--- src/rtl/decoder_pkg.sv ---
// Shared types and defaults for the decoder/scan block.
// Scan mode is compiled in only when DECODER_SCAN_EN is defined.
package decoder_pkg;

    localparam int SEL_W_DEF = 3;
    localparam int DWELL_DEF = 1;

    typedef enum logic [1:0] {
        ST_IDLE   = 2'b00,
        ST_DECODE = 2'b01,
        ST_SCAN   = 2'b10
    } state_t;

    // Callers truncate to their own output width; SEL_W never exceeds 6.
    function automatic logic [63:0] onehot64(input logic [5:0] idx);
        onehot64 = 64'd1 << idx;
    endfunction

endpackage

--- src/rtl/dec_dwell_cnt.sv ---
// Scan position and dwell timer: index advances once every DWELL run cycles,
// wrap pulses together with the index rolling over to 0.
module dec_dwell_cnt
    import decoder_pkg::*;
#(
    parameter int SEL_W = SEL_W_DEF,
    parameter int DWELL = DWELL_DEF
) (
    input  logic             clk,
    input  logic             rst,
    input  logic             load,
    input  logic [SEL_W-1:0] start,
    input  logic             run,
    output logic [SEL_W-1:0] index,
    output logic             wrap
);

    localparam logic [7:0] DWELL_TC = 8'(DWELL - 1);

    logic [7:0] cnt;

    always_ff @(posedge clk) begin
        if (rst) begin
            index <= '0;
            cnt   <= '0;
            wrap  <= 1'b0;
        end else if (load) begin
            index <= start;
            cnt   <= DWELL_TC;
            wrap  <= 1'b0;
        end else if (run) begin
            if (cnt == 8'd0) begin
                cnt   <= DWELL_TC;
                index <= index + SEL_W'(1);
                wrap  <= &index;
            end else begin
                cnt  <= cnt - 8'd1;
                wrap <= 1'b0;
            end
        end else begin
            wrap <= 1'b0;
        end
    end

endmodule

--- src/rtl/decoder_n_scan.sv ---
// One-hot decoder with optional auto-scan mode (macro DECODER_SCAN_EN).
// Without the macro, mode is ignored and the block only decodes.
//
// state     | meaning
// ----------+--------------------------------------------------
// ST_IDLE   | disabled, out = 0
// ST_DECODE | out = one-hot of last d qualified by d_valid
// ST_SCAN   | out walks bits upward, DWELL cycles per bit
// 2'b11     | unreachable, falls back to ST_IDLE
module decoder_n_scan
    import decoder_pkg::*;
#(
    parameter int SEL_W = SEL_W_DEF,
    parameter int DWELL = DWELL_DEF,
    localparam int OUT_W = 2**SEL_W
) (
    input  logic             clk,
    input  logic             rst,
    input  logic             enable,
    input  logic             mode,
    input  logic             d_valid,
    input  logic [SEL_W-1:0] d,
    output logic [OUT_W-1:0] out,
    output logic             scan_wrap,
    output logic [1:0]       state_o
);

    state_t           state_q;
    state_t           state_d;
    logic [OUT_W-1:0] dec_q;
    logic [OUT_W-1:0] d_hot;
    logic             scan_mode;

    assign d_hot = OUT_W'(onehot64(6'(d)));

`ifdef DECODER_SCAN_EN
    assign scan_mode = mode;
`else
    logic       unused_mode;
    logic [7:0] unused_dwell;
    assign scan_mode    = 1'b0;
    assign unused_mode  = mode;
    assign unused_dwell = 8'(DWELL);
`endif

    always_ff @(posedge clk) begin
        if (rst) begin
            state_q <= ST_IDLE;
        end else begin
            state_q <= state_d;
        end
    end

    always_comb begin
        state_d = ST_IDLE;
        case (state_q)
            ST_IDLE, ST_DECODE, ST_SCAN: begin
                if (enable) begin
                    state_d = scan_mode ? ST_SCAN : ST_DECODE;
                end
            end
            default: state_d = ST_IDLE;
        endcase
    end

    // Decode register is cleared whenever DECODE is (re)entered without a strobe.
    always_ff @(posedge clk) begin
        if (rst) begin
            dec_q <= '0;
        end else if (state_d == ST_DECODE) begin
            if (d_valid) begin
                dec_q <= d_hot;
            end else if (state_q != ST_DECODE) begin
                dec_q <= '0;
            end
        end else begin
            dec_q <= '0;
        end
    end

`ifdef DECODER_SCAN_EN
    logic             dw_load;
    logic             dw_run;
    logic             dw_wrap;
    logic [SEL_W-1:0] scan_idx;

    assign dw_load = (state_d == ST_SCAN) && (state_q != ST_SCAN);
    assign dw_run  = (state_d == ST_SCAN) && (state_q == ST_SCAN);

    dec_dwell_cnt #(
        .SEL_W (SEL_W),
        .DWELL (DWELL)
    ) u_dwell (
        .clk   (clk),
        .rst   (rst),
        .load  (dw_load),
        .start (d),
        .run   (dw_run),
        .index (scan_idx),
        .wrap  (dw_wrap)
    );

    // Both sources are registers; dec_q is held at 0 while scanning.
    assign out       = (state_q == ST_SCAN) ? OUT_W'(onehot64(6'(scan_idx))) : dec_q;
    assign scan_wrap = dw_wrap;
`else
    assign out       = dec_q;
    assign scan_wrap = 1'b0;
`endif

    assign state_o = state_q;

endmodule

--- config.mk ---
export PLATFORM = sky130hd
export DESIGN_NAME = decoder_n_scan
export DESIGN_NICKNAME = d
export VERILOG_FILES = /design/src/rtl/decoder_pkg.sv /design/src/rtl/dec_dwell_cnt.sv /design/src/rtl/decoder_n_scan.sv
export SDC_FILE = /design/constraint.sdc
export NUM_CORES = 1
export LEC_CHECK = 0
export CORE_AREA = 3 3 40 42
export CTS_CLUSTER_DIAMETER = 50
export DETAILED_ROUTE_END_ITERATION = 6
export DIE_AREA = 0 0 43 45
export SKIP_CTS_REPAIR_TIMING = 1
export SLEW_MARGIN = 20
export SYNTH_ARGS = -nofsm -noshare
export SYNTH_HDL_FRONTEND = slang
export SYNTH_HIERARCHICAL = 1
export SYNTH_SLANG_ARGS = --single-unit
--- constraint.sdc ---
create_clock -name clk -period 0.8 [get_ports clk]
set_input_delay 0.16 -clock clk [delete_from_list [all_inputs] [get_ports clk]]
set_output_delay 0.16 -clock clk [all_outputs]
set_load 0.03 [all_outputs]
== Word-level counts from Yosys, hierarchy flattened ==
Index checks and enable logic that the tools add are counted.
Storage, ports and cells
  output and inout bits: 11
  register bits: 10
  logic and storage cells: 16
  input bits: 8
Operators by class
  shift-type cells: 1
  reduce and logical (&&, ||, !) cells: 4
  bitwise operators: 1
  equality and inequality tests: 4
  multiplexer cells: 4
Operators with widths (count)
  two-way mux 8 bit: 2
  left shift 1 x 3 -> 8 bit, first input constant: 1
  equality test 2 x 1 -> 1 bit, second input constant: 2
  OR reduction 3 bit: 1
  equality test 2 bit, second input constant: 1
  logical NOT 2 bit: 1
  two-way mux 2 bit: 1
  inequality test 2 x 1 -> 1 bit, second input constant: 1
  nonzero test 2 bit: 1
  OR reduction 2 bit: 1
  two-way mux 1 bit: 1
  NOT 1 bit: 1

== Depth between registers and ports, before layout ==
Gate-level depths: netlist of run 1.
  word-level depth: 6
  gate-level depth with buffers: 3
  gate-level depth less buffers: 2

== Worst setup path after synthesis of run 1 ==
Ideal clock, no wire load.
  path kind: flip-flop to flip-flop
  start point: register state_q[0], in the netlist state_o[0]
  end point: register dec_q[0], in the netlist out[0]
  required time: 0.730 ns
  arrival time: 0.958 ns
  slack: -0.228 ns
  path buffers: 1
  clock period less this slack: 1.028 ns
  cell stages (with the launch flop): 4
  library setup time: 0.070 ns
  cells stage by stage: dfxtp_1 clkbuf_1 nand3b_1 a21oi_1
On the way
  word-level cells in the longest chain between the ends: 6
  elaborated cells between the ends (all ways): 10
  those cells by class: eq/ne: 4; mux: 1; bitwise: 1; reduce/logical: 4
RTL lines
  start: declaration: line decoder_n_scan.sv:28  | state_t state_q;
  start signal: assignment: line decoder_n_scan.sv:50  | state_q <= state_d;
  equality test 2 x 1 -> 1 bit (tied with other cells): line decoder_n_scan.sv:56  | case (state_q)
  OR reduction 3 bit: line decoder_n_scan.sv:56
  two-way mux 2 bit: line decoder_n_scan.sv:56
  equality test 2 x 1 -> 1 bit: line decoder_n_scan.sv:70  | end else if (state_d == ST_DECODE) begin
  NOT 1 bit (no source line)
  OR reduction 2 bit (no source line)
  end signal: assignment: line decoder_n_scan.sv:72  | dec_q <= d_hot;
  end: declaration: line decoder_n_scan.sv:30  | logic [OUT_W-1:0] dec_q;
Several ways; a longest one is shown, not always the timed one.
A chain may end at the register's enable or synchronous reset.

== Worst setup path in the final report of run 1 ==
  start point: register state_q[0], in the netlist state_o[0]
  end point: output port state_o[0]
RTL lines
  end: declaration: line decoder_n_scan.sv:25  | output logic [1:0] state_o
No word-level cell between the ends.

==> summary.md, run 1 <==
| Metric | Value |
|---|---|
| Outcome | `complete, but fails checks` |
| Failing checks | `negative setup slack` |
| Largest net degree at the start of global routing | `16` |
| Psw | `0.258 mW` |
| Vias in the first global route | `335` |
| Final hold viol count | `0` |
| Critical path buffers and inverters | `1` |
| Setup_tns | `-0.738 ns` |
| Syn_area_per_cell | `9.67 sq um` |
| Final setup violation count | `9` |
| FF-to-FF End | `out[1]` |
| Synth Warn # | `6` |
| H-tree levels | `1` |
| Startpoint types | `flop` |
| Mux contribution to synthesized area | `0%` |
| RSZ-0062 raised after global routing | `yes` |
| Lkg Pwr | `0.312 nW` |
| CTS Sinks | `9` |
| Smallest hold slack | `0.226 ns` |
| Peak supply drop | `0.650 mV` |
| Most frequent cells in the layout | `buf_6, nand3b_1, dfxtp_2` |
| Skew final | `0.00302 ns` |
| Cell area after synthesis | `397 sq um` |
| Die X | `43 um` |
| Num CTS Buffers | `3` |
| Adder-Cell Fraction of Synth Area | `0%` |
| Post-route cell area | `702 sq um` |
| WP data required | `0.64 ns` |
| Detail Route Antenna Nets | `0` |
| Worst path depth | `1` |
| Root Buffer | `clkbuf_4` |
| TritonCTS clock tree | `yes` |
| R2R cell count | `3` |
| Max FO, Critical Path | `2` |
| DR vias | `382` |
| Power share of the clock group | `36.9%` |
| Peak Freq | `1120 MHz` |
| Pwr dens | `1410 nW/um^2` |
| Highest-delay cell along the critical path | `dfxtp_4` |
| Routed WL per cell | `12.7 um` |
| Die Y | `45 um` |
| Commonest non-fill, non-tap cell in the layout | `buf_6` |
| Int Pwr | `0.734 mW` |
| DP HPWL | `648 um` |
| P&R area growth vs syn | `77.0%` |
| Register-to-register path setup slack | `0.04 ns` |
| Worst setup startpoint | `state_o[0]` |
| Worst path cell trace | `buf_6` |
| RR Startpoint | `state_o[0]` |
| Fin worst setup slack | `-0.0945 ns` |
| I/O Pins | `19` |
| Synth cell types | `12` |
| Max Slew Vio Count | `0` |
| Logic gate share of total power | `16.9%` |
| Min cycle time layout | `0.894 ns` |
| Clock Tree Buf Depth | `2` |
| Placed insts | `72` |
| Synth Area in Simple Gates | `36.0%` |
| Slowest stage delay, CP | `0.35 ns` |
| Final core utilization | `54.6%` |
| Core footprint | `1280 sq um` |
| Critical path capture point type | `output pin` |
| Number of port buffers | `15` |
| Vias/cell | `4.84` |
| DIE AREA | `1940 sq um` |
| Post-DP Area | `574 sq um` |
| Nets | `73` |
| Diodes inserted | `0` |
| Critical Path End | `state_o[0]` |
| RePlAce Congestion | `0.666` |
| Sequential power share | `46.2%` |
| Maxcap violations | `0` |
| First-pass GRT wire length | `1490 um` |
| Final wirelength | `1010 um` |
| Layout Cells excl Fill | `79` |
| 1st-iter DRT viols | `1` |
| Post-Synthesis Cells | `41` |
| Switching portion of total power | `26.0%` |
| GRT Overall Usage | `10.3%` |
| Layout cells sized above 1 | `51.6%` |
| CP delay by family, top | `flip-flops` |
| Clock latency on the worst-skew pair | `0.26 ns` |
| Synth Register Bits | `9` |
| Antenna violations before repair | `0` |
| Period utilisation layout | `112%` |
| Seq/Total Area, Yosys | `45.4%` |
| XOR/XNOR Fraction of Synth Area | `0%` |
| Initial core utilization | `30.9%` |
| Crit Path Class | `reg -> out` |
| Worst EP arrival | `0.73 ns` |
| DRT Pass-1 Iters | `2` |
| Post-synthesis compound-gate area fraction | `10.1%` |
| GRT Residual Overflow | `0` |
| Site Rows | `13` |
| Largest family of logic cells by synthesized area | `simple AND/OR/NAND/NOR gates` |
| Residual DRC | `0` |
| Clock transition at path regs | `0.06 ns` |
| Hold crit path type | `in -> reg` |
[cell families (layout without fill, tap and decap cells)]
group,count (synthesis),count (layout)
buf+inv,6,28
flops,9,9
compound gates,8,8
simple gates,17,17
other cells,1,2
[routing by layer]
metal,vias to the layer above,GRT usage [%],wire (um)
li1,194,-,-
met1,180,13.4,446
met2,8,15.0,535
met3,0,2.39,24
met4,0,7.23,0
met5,-,0,0
[worst min path at each step]
stage	from	to	slack [ns]	cells after the start
final	d[1]	out[0]	0.23	3
after global routing	d[2]	out[0]	0.22	3
after CTS	out[3]	out[3]	0.48	2
after detailed placement	out[3]	out[3]	0.47	2
after global placement	out[4]	out[4]	0.47	2
after floorplan	d[2]	out[7]	0.31	2
[per-stage QoR]
stage / setup WS [ns] / power (mW)
5_1_grt: -0.120 / 1.04
4_1_cts: -0.230 / 0.978
6_report: -0.0945 / 0.992
2_1_floorplan: -0.0435 / 0.545
3_5_place_dp: -0.500 / 0.619
3_3_place_gp: -0.484 / 0.619
[power by group through the flow]
| stage | logic, mW | clock network (mW) | registers [mW] |
|---|---|---|---|
| final | 0.167 | 0.366 | 0.459 |
| after detailed placement | 0.145 | 0 | 0.474 |
| after global routing | 0.179 | 0.400 | 0.460 |
| after global placement | 0.146 | 0 | 0.473 |
| after CTS | 0.146 | 0.369 | 0.463 |
| after floorplan | 0.0637 | 0 | 0.481 |
[registers in the layout, summed over array words and instances (netlist names)]
| name | count |
|---|---|
| out | 8 |
| state_o | 1 |
[cells in the mapped netlist]
master	instances	area [sq um]
a21oi_1	8	40.0
buf_4	2	15.0
clkbuf_1	3	11.3
conb_1	1	3.75
dfxtp_1	9	180
inv_1	1	3.75
nand2b_1	1	6.26
nand3b_1	8	60.1
nand4_1	1	6.26
nand4b_1	3	26.3
nand4bb_1	3	33.8
or4b_1	1	10.0
[final cells by class]
type / instances / area (sq um)
Clock buffer: 4 / 26.3
Fill cell: 124 / 583
Inverter: 1 / 3.75
Multi-Input combinational cell: 27 / 209
Sequential cell: 9 / 194
Tap cell: 15 / 18.8
Timing Repair Buffer: 23 / 250
(Power assumes the default switching activity.)
==> run 2: changes to the inputs <==
Settings changed: ABC_AREA from default to 1, PLACE_DENSITY from default to 0.65.
==> run 2 against run 1 <==
Net effect:
- the flow still finishes with violations (negative setup slack)
- combinational power about the same
- clock skew rose by 0.0035 ns
- via count grew 4.2%
- critical path type unchanged
- critical endpoint unchanged
- sequential power hardly changed
==> summary.md, run 2 <==
| Metric | Value |
|---|---|
| Residual DRC | `0` |
| Largest cells by area after synthesis | `dfxtp_1, a21oi_2, nand3_1` |
| Hold wc startpoint | `d[2]` |
| GRT Residual Overflow | `0` |
| Outcome | `complete, but fails checks` |
| P&R area growth vs syn | `70.6%` |
| Max FO, Critical Path | `2` |
| Die Y | `45 um` |
| Most frequent cell after synthesis | `nand2_1` |
| RSZ-0062 raised after global routing | `yes` |
| Cell area after synthesis | `413 sq um` |
| Core footprint | `1280 sq um` |
| DR vias | `398` |
| Synth Warn # | `6` |
| Startpoint types | `flop` |
| Min cycle time layout | `0.892 ns` |
| Final core utilization | `54.8%` |
| Final hold viol count | `0` |
| Vias in the first global route | `319` |
| Synth Area in Simple Gates | `24.5%` |
| Post-synthesis compound-gate area fraction | `17.0%` |
| Peak supply drop | `0.649 mV` |
| Final setup violation count | `9` |
| First-pass GRT wire length | `1320 um` |
| Failing checks | `negative setup slack` |
| Number of port buffers | `15` |
| Worst path cell trace | `buf_6` |
| 1st-iter DRT viols | `4` |
| Worst hold endpoint | `out[0]` |
| Slowest stage delay, CP | `0.35 ns` |
| Die X | `43 um` |
| Setup_tns | `-0.655 ns` |
| Ys flop type | `dfxtp_1` |
| Maxcap violations | `0` |
| RePlAce Congestion | `0.719` |
| Synth area leader | `dfxtp_1` |
| Register-to-register path setup slack | `0.04 ns` |
| Antenna violations before repair | `0` |
| DP HPWL | `668 um` |
| Site Rows | `13` |
| Number of flip-flops in the largest register | `8` |
| Syn_area_per_cell | `7.94 sq um` |
| Ys async rst share | `0%` |
| Nets | `85` |
| Skew final | `0.00648 ns` |
| Total power | `0.973 mW` |
| Critical path buffers and inverters | `1` |
| Hold depth | `4` |
| Final wirelength | `909 um` |
| Period utilisation layout | `112%` |
| Layout Cells excl Fill | `91` |
| Fin worst setup slack | `-0.0925 ns` |
| Placed insts | `82` |
| Crit Path Class | `reg -> out` |
| Peak Freq | `1120 MHz` |
| XOR/XNOR Fraction of Synth Area | `0%` |
| Lkg Pwr | `0.347 nW` |
| Top cells by instance count after synthesis | `nand2_1, dfxtp_1, a21oi_2, nand3_1, inv_1` |
| Largest net degree at the start of global routing | `10` |
| FF-to-FF End | `out[5]` |
| Critical path capture point type | `output pin` |
| Commonest non-fill, non-tap cell in the layout | `buf_6` |
| Synth cell types | `13` |
| DIE AREA | `1940 sq um` |
| Synth Register Bits | `9` |
| H-tree levels | `1` |
| Most frequent cells in the layout | `buf_6, nand2_1, nand3_1, a21oi_2, dfxtp_2` |
| Detail Route Antenna Nets | `0` |
| Clock Tree Buf Depth | `2` |
| RR Startpoint | `state_o[0]` |
| Highest-delay cell along the critical path | `dfxtp_4` |
| Adder-Cell Fraction of Synth Area | `0%` |
| I/O Pins | `19` |
| Pwr dens | `1380 nW/um^2` |
| Clock transition at path regs | `0.06 ns` |
| Worst EP arrival | `0.73 ns` |
| R2R cell count | `3` |
| Hold crit path type | `in -> reg` |
| Num CTS Buffers | `3` |
| Largest family of logic cells by synthesized area | `simple AND/OR/NAND/NOR gates` |
| Post-Synthesis Cells | `52` |
| Vias/cell | `4.37` |
| Initial core utilization | `32.1%` |
| DRT Pass-1 Iters | `2` |
| Smallest hold slack | `0.261 ns` |
| Mux contribution to synthesized area | `0%` |
| Clock latency on the worst-skew pair | `0.26 ns` |
| Layout cells sized above 1 | `56.6%` |
| Routed WL per cell | `9.99 um` |
| CTS Sinks | `9` |
| WP data required | `0.64 ns` |
| Area share of the largest cell type after synthesis | `43.6%` |
| Number of synthesized flops with an enable pin | `0` |
| Root Buffer | `clkbuf_4` |
| CP delay by family, top | `flip-flops` |
| Max Slew Vio Count | `0` |
| Diodes inserted | `0` |
| TritonCTS clock tree | `yes` |
| GRT Overall Usage | `9.34%` |
| Seq/Total Area, Yosys | `43.6%` |
==> run 2: report_power, final <==
group / leakage [nW] / switching [mW] / total (mW) / internal (mW)
clock: 0.0150 / 0.154 / 0.346 / 0.192
combinational: 0.255 / 0.0919 / 0.168 / 0.0759
sequential: 0.0775 / 0.00486 / 0.459 / 0.454
total: 0.347 / 0.251 / 0.973 / 0.722
==> run 2: worst max-delay path by stage <==
| stage | slack, ns | endpoint | from | cells after the start |
|---|---|---|---|---|
| after floorplan | 0.002 | out[0] | state_o[0] | 3 |
| after global placement | -0.38 | out[5] | enable | 5 |
| after detailed placement | -0.40 | out[5] | enable | 5 |
| after CTS | -0.20 | state_o[0] | state_o[0] | 1 |
| after global routing | -0.12 | out[0] | out[0] | 1 |
| final | -0.09 | state_o[0] | state_o[0] | 1 |
==> run 2: per-layer routing <==
metal | global-route usage [%] | wire length, um | vias to the layer above
met1 | 11.6 | 425 | 178
met3 | 1.20 | 52 | 2
met5 | 0 | 0 | -
met2 | 13.8 | 415 | 13
li1 | - | - | 205
met4 | 9.04 | 16 | 0
==> run 2: logic make-up (layout without fill, tap and decap cells) <==
logic type | Yosys count | after routing
and+or+nand+nor | 23 | 23
buffers and inverters | 11 | 34
DFF | 9 | 9
AOI/OAI and AO/OA | 8 | 8
other | 1 | 2
==> run 2: worst register-to-register path: cells and delay by family, from the launching register on <==
kind,cells,cell delay [ns]
flip-flops,1,0.35
buffers and inverters,1,0.12
AO/OA/AOI/OAI,1,0.12
AND/OR/NAND/NOR,1,0.10
==> run 2: area by class of cell <==
class / count / area [sq um]
fillers: 121 / 581
repair buffers: 23 / 248
flip-flops and latches: 9 / 194
multi-input cells: 33 / 191
clock buffers: 4 / 26.3
inverters: 7 / 26.3
well taps: 15 / 18.8
==> run 2: stage by stage <==
stage / setup slack [ns] / cell area (sq um)
4_1_cts: -0.196 / 584
6_report: -0.0925 / 704
2_1_floorplan: 0.00214 / 429
3_3_place_gp: -0.381 / 558
3_5_place_dp: -0.398 / 558
5_1_grt: -0.116 / 704
==> run 3: changes to the inputs <==
Settings changed: CORE_AREA 3 3 40 42 to 2 2 39 41, DIE_AREA 0 0 43 45 to 0 0 41 43.
==> run 3 against run 2 <==
Net effect:
- the run still ends with negative setup slack left
- combinational power is 7% lower
- non-clock buffer count fell by 1
- highest routed layer unchanged
- first-iteration DRC count stayed put
==> summary.md, run 3 (same netlist as run 2, synthesis figures left out) <==
| Metric | Value |
|---|---|
| Outcome | `complete, but fails checks` |
| Failing checks | `negative setup slack` |
| Critical path capture point type | `output pin` |
| Fin worst setup slack | `-0.0957 ns` |
| Maxcap violations | `0` |
| Residual DRC | `0` |
| Hold crit path type | `in -> reg` |
| Peak supply drop | `0.523 mV` |
| Num CTS Buffers | `3` |
| DIE AREA | `1760 sq um` |
| Final core utilization | `49.8%` |
| Peak Freq | `1120 MHz` |
| Worst EP arrival | `0.74 ns` |
| Lkg Pwr | `0.341 nW` |
| TritonCTS clock tree | `yes` |
| Detail Route Antenna Nets | `0` |
| Root Buffer | `clkbuf_4` |
| DP Worst Slack | `-0.387 ns` |
| Period utilisation layout | `112%` |
| GRT Overall Usage | `12.4%` |
| Register area | `194 sq um` |
| Area of the multi-input gates | `186 sq um` |
| WP data required | `0.64 ns` |
| Number of flip-flops in the largest register | `8` |
| Commonest non-fill, non-tap cell in the layout | `buf_6` |
| Smallest hold slack | `0.255 ns` |
| Hold wc startpoint | `d[2]` |
| Largest net degree at the start of global routing | `10` |
| RePlAce Congestion | `0.670` |
| DR vias | `394` |
| Crit Path Class | `reg -> out` |
| Skew final | `0.000189 ns` |
| Layout Cells excl Fill | `91` |
| I/O Pins | `19` |
| Core footprint | `1380 sq um` |
| Critical path buffers and inverters | `1` |
| Most frequent cells in the layout | `buf_6, nand2_1, nand3_1, a21oi_2, dfxtp_2` |
| Clock Tree Buf Depth | `2` |
| Nets | `84` |
| DP HPWL | `645 um` |
| Pwr dens | `1410 nW/um^2` |
| Max Slew Vio Count | `0` |
| 1st-iter DRT viols | `4` |
| Startpoint types | `flop` |
| Worst path cell trace | `buf_6` |
| Min cycle time layout | `0.896 ns` |
| P&R area growth vs syn | `67.0%` |
| Layout cells sized above 1 | `53.3%` |
| First-pass GRT wire length | `1360 um` |
| Register-to-register path setup slack | `0.03 ns` |
| Vias/cell | `4.33` |
| CP delay by family, top | `flip-flops` |
| Die Y | `43 um` |
| RSZ-0062 raised after global routing | `yes` |
| Site Rows | `14` |
| Max FO, Critical Path | `2` |
| Slowest stage delay, CP | `0.35 ns` |
| Final hold viol count | `0` |
| DRT Pass-1 Iters | `2` |
| Number of port buffers | `15` |
| GRT Residual Overflow | `0` |
| Antenna violations before repair | `0` |
| Initial core utilization | `29.8%` |
| Clock latency on the worst-skew pair | `0.26 ns` |
| RR Startpoint | `state_o[0]` |
| Placed insts | `83` |
| Clock transition at path regs | `0.06 ns` |
| Routed WL per cell | `10.5 um` |
| Total power | `0.970 mW` |
| H-tree levels | `1` |
| Highest-delay cell along the critical path | `dfxtp_4` |
| Worst setup startpoint | `state_o[0]` |
| Filler instances | `141` |
| CTS Sinks | `9` |
| Diodes inserted | `0` |
| Vias in the first global route | `337` |
| Final wirelength | `956 um` |
| Final setup violation count | `9` |
| Die X | `41 um` |
==> run 3: cell types whose count changed in the layout (fill, tap and decap cells not counted) <==
| cell | previous run | this run |
|---|---|---|
| buf_6 | 12 | 11 |
| nor2_1 | 1 | 3 |
| nor2_2 | 2 | 0 |
==> run 3: area by class of cell <==
class / instances / area share (%)
well taps: 16 / 2.90
inverters: 7 / 3.81
flip-flops and latches: 9 / 28.1
multi-input cells: 33 / 27.0
clock buffers: 4 / 3.81
repair buffers: 22 / 34.3
==> run 3: metrics by stage <==
| step | setup TNS (ns) | instance area (sq um) |
|---|---|---|
| 4_1_cts | -2.04 | 586 |
| 3_5_place_dp | -3.36 | 559 |
| 6_report | -0.728 | 689 |
| 2_1_floorplan | 0 | 429 |
| 5_1_grt | -1.10 | 689 |
| 3_3_place_gp | -3.30 | 559 |
==> run 3: worst paths after layout <==
check          endpoint  depth (start not counted)
max          state_o[0]                          1
min              out[2]                          4
min reg2reg      out[3]                          2
max reg2reg      out[1]                          3
==> run 3: where the power goes <==
group          leakage (nW)  switching, mW  internal (mW)  total [mW]
combinational         0.249         0.0870         0.0704       0.157
sequential           0.0775        0.00519          0.454       0.459
clock                0.0150          0.160          0.192       0.353
total                 0.341          0.253          0.717       0.970
==> run 3: metal layers <==
layer,vias up,GRT usage (%),wire (um)
met1,175,12.6,355
met5,-,0,0
met2,12,17.8,531
li1,205,-,-
met3,2,6.28,54
met4,0,10.0,14
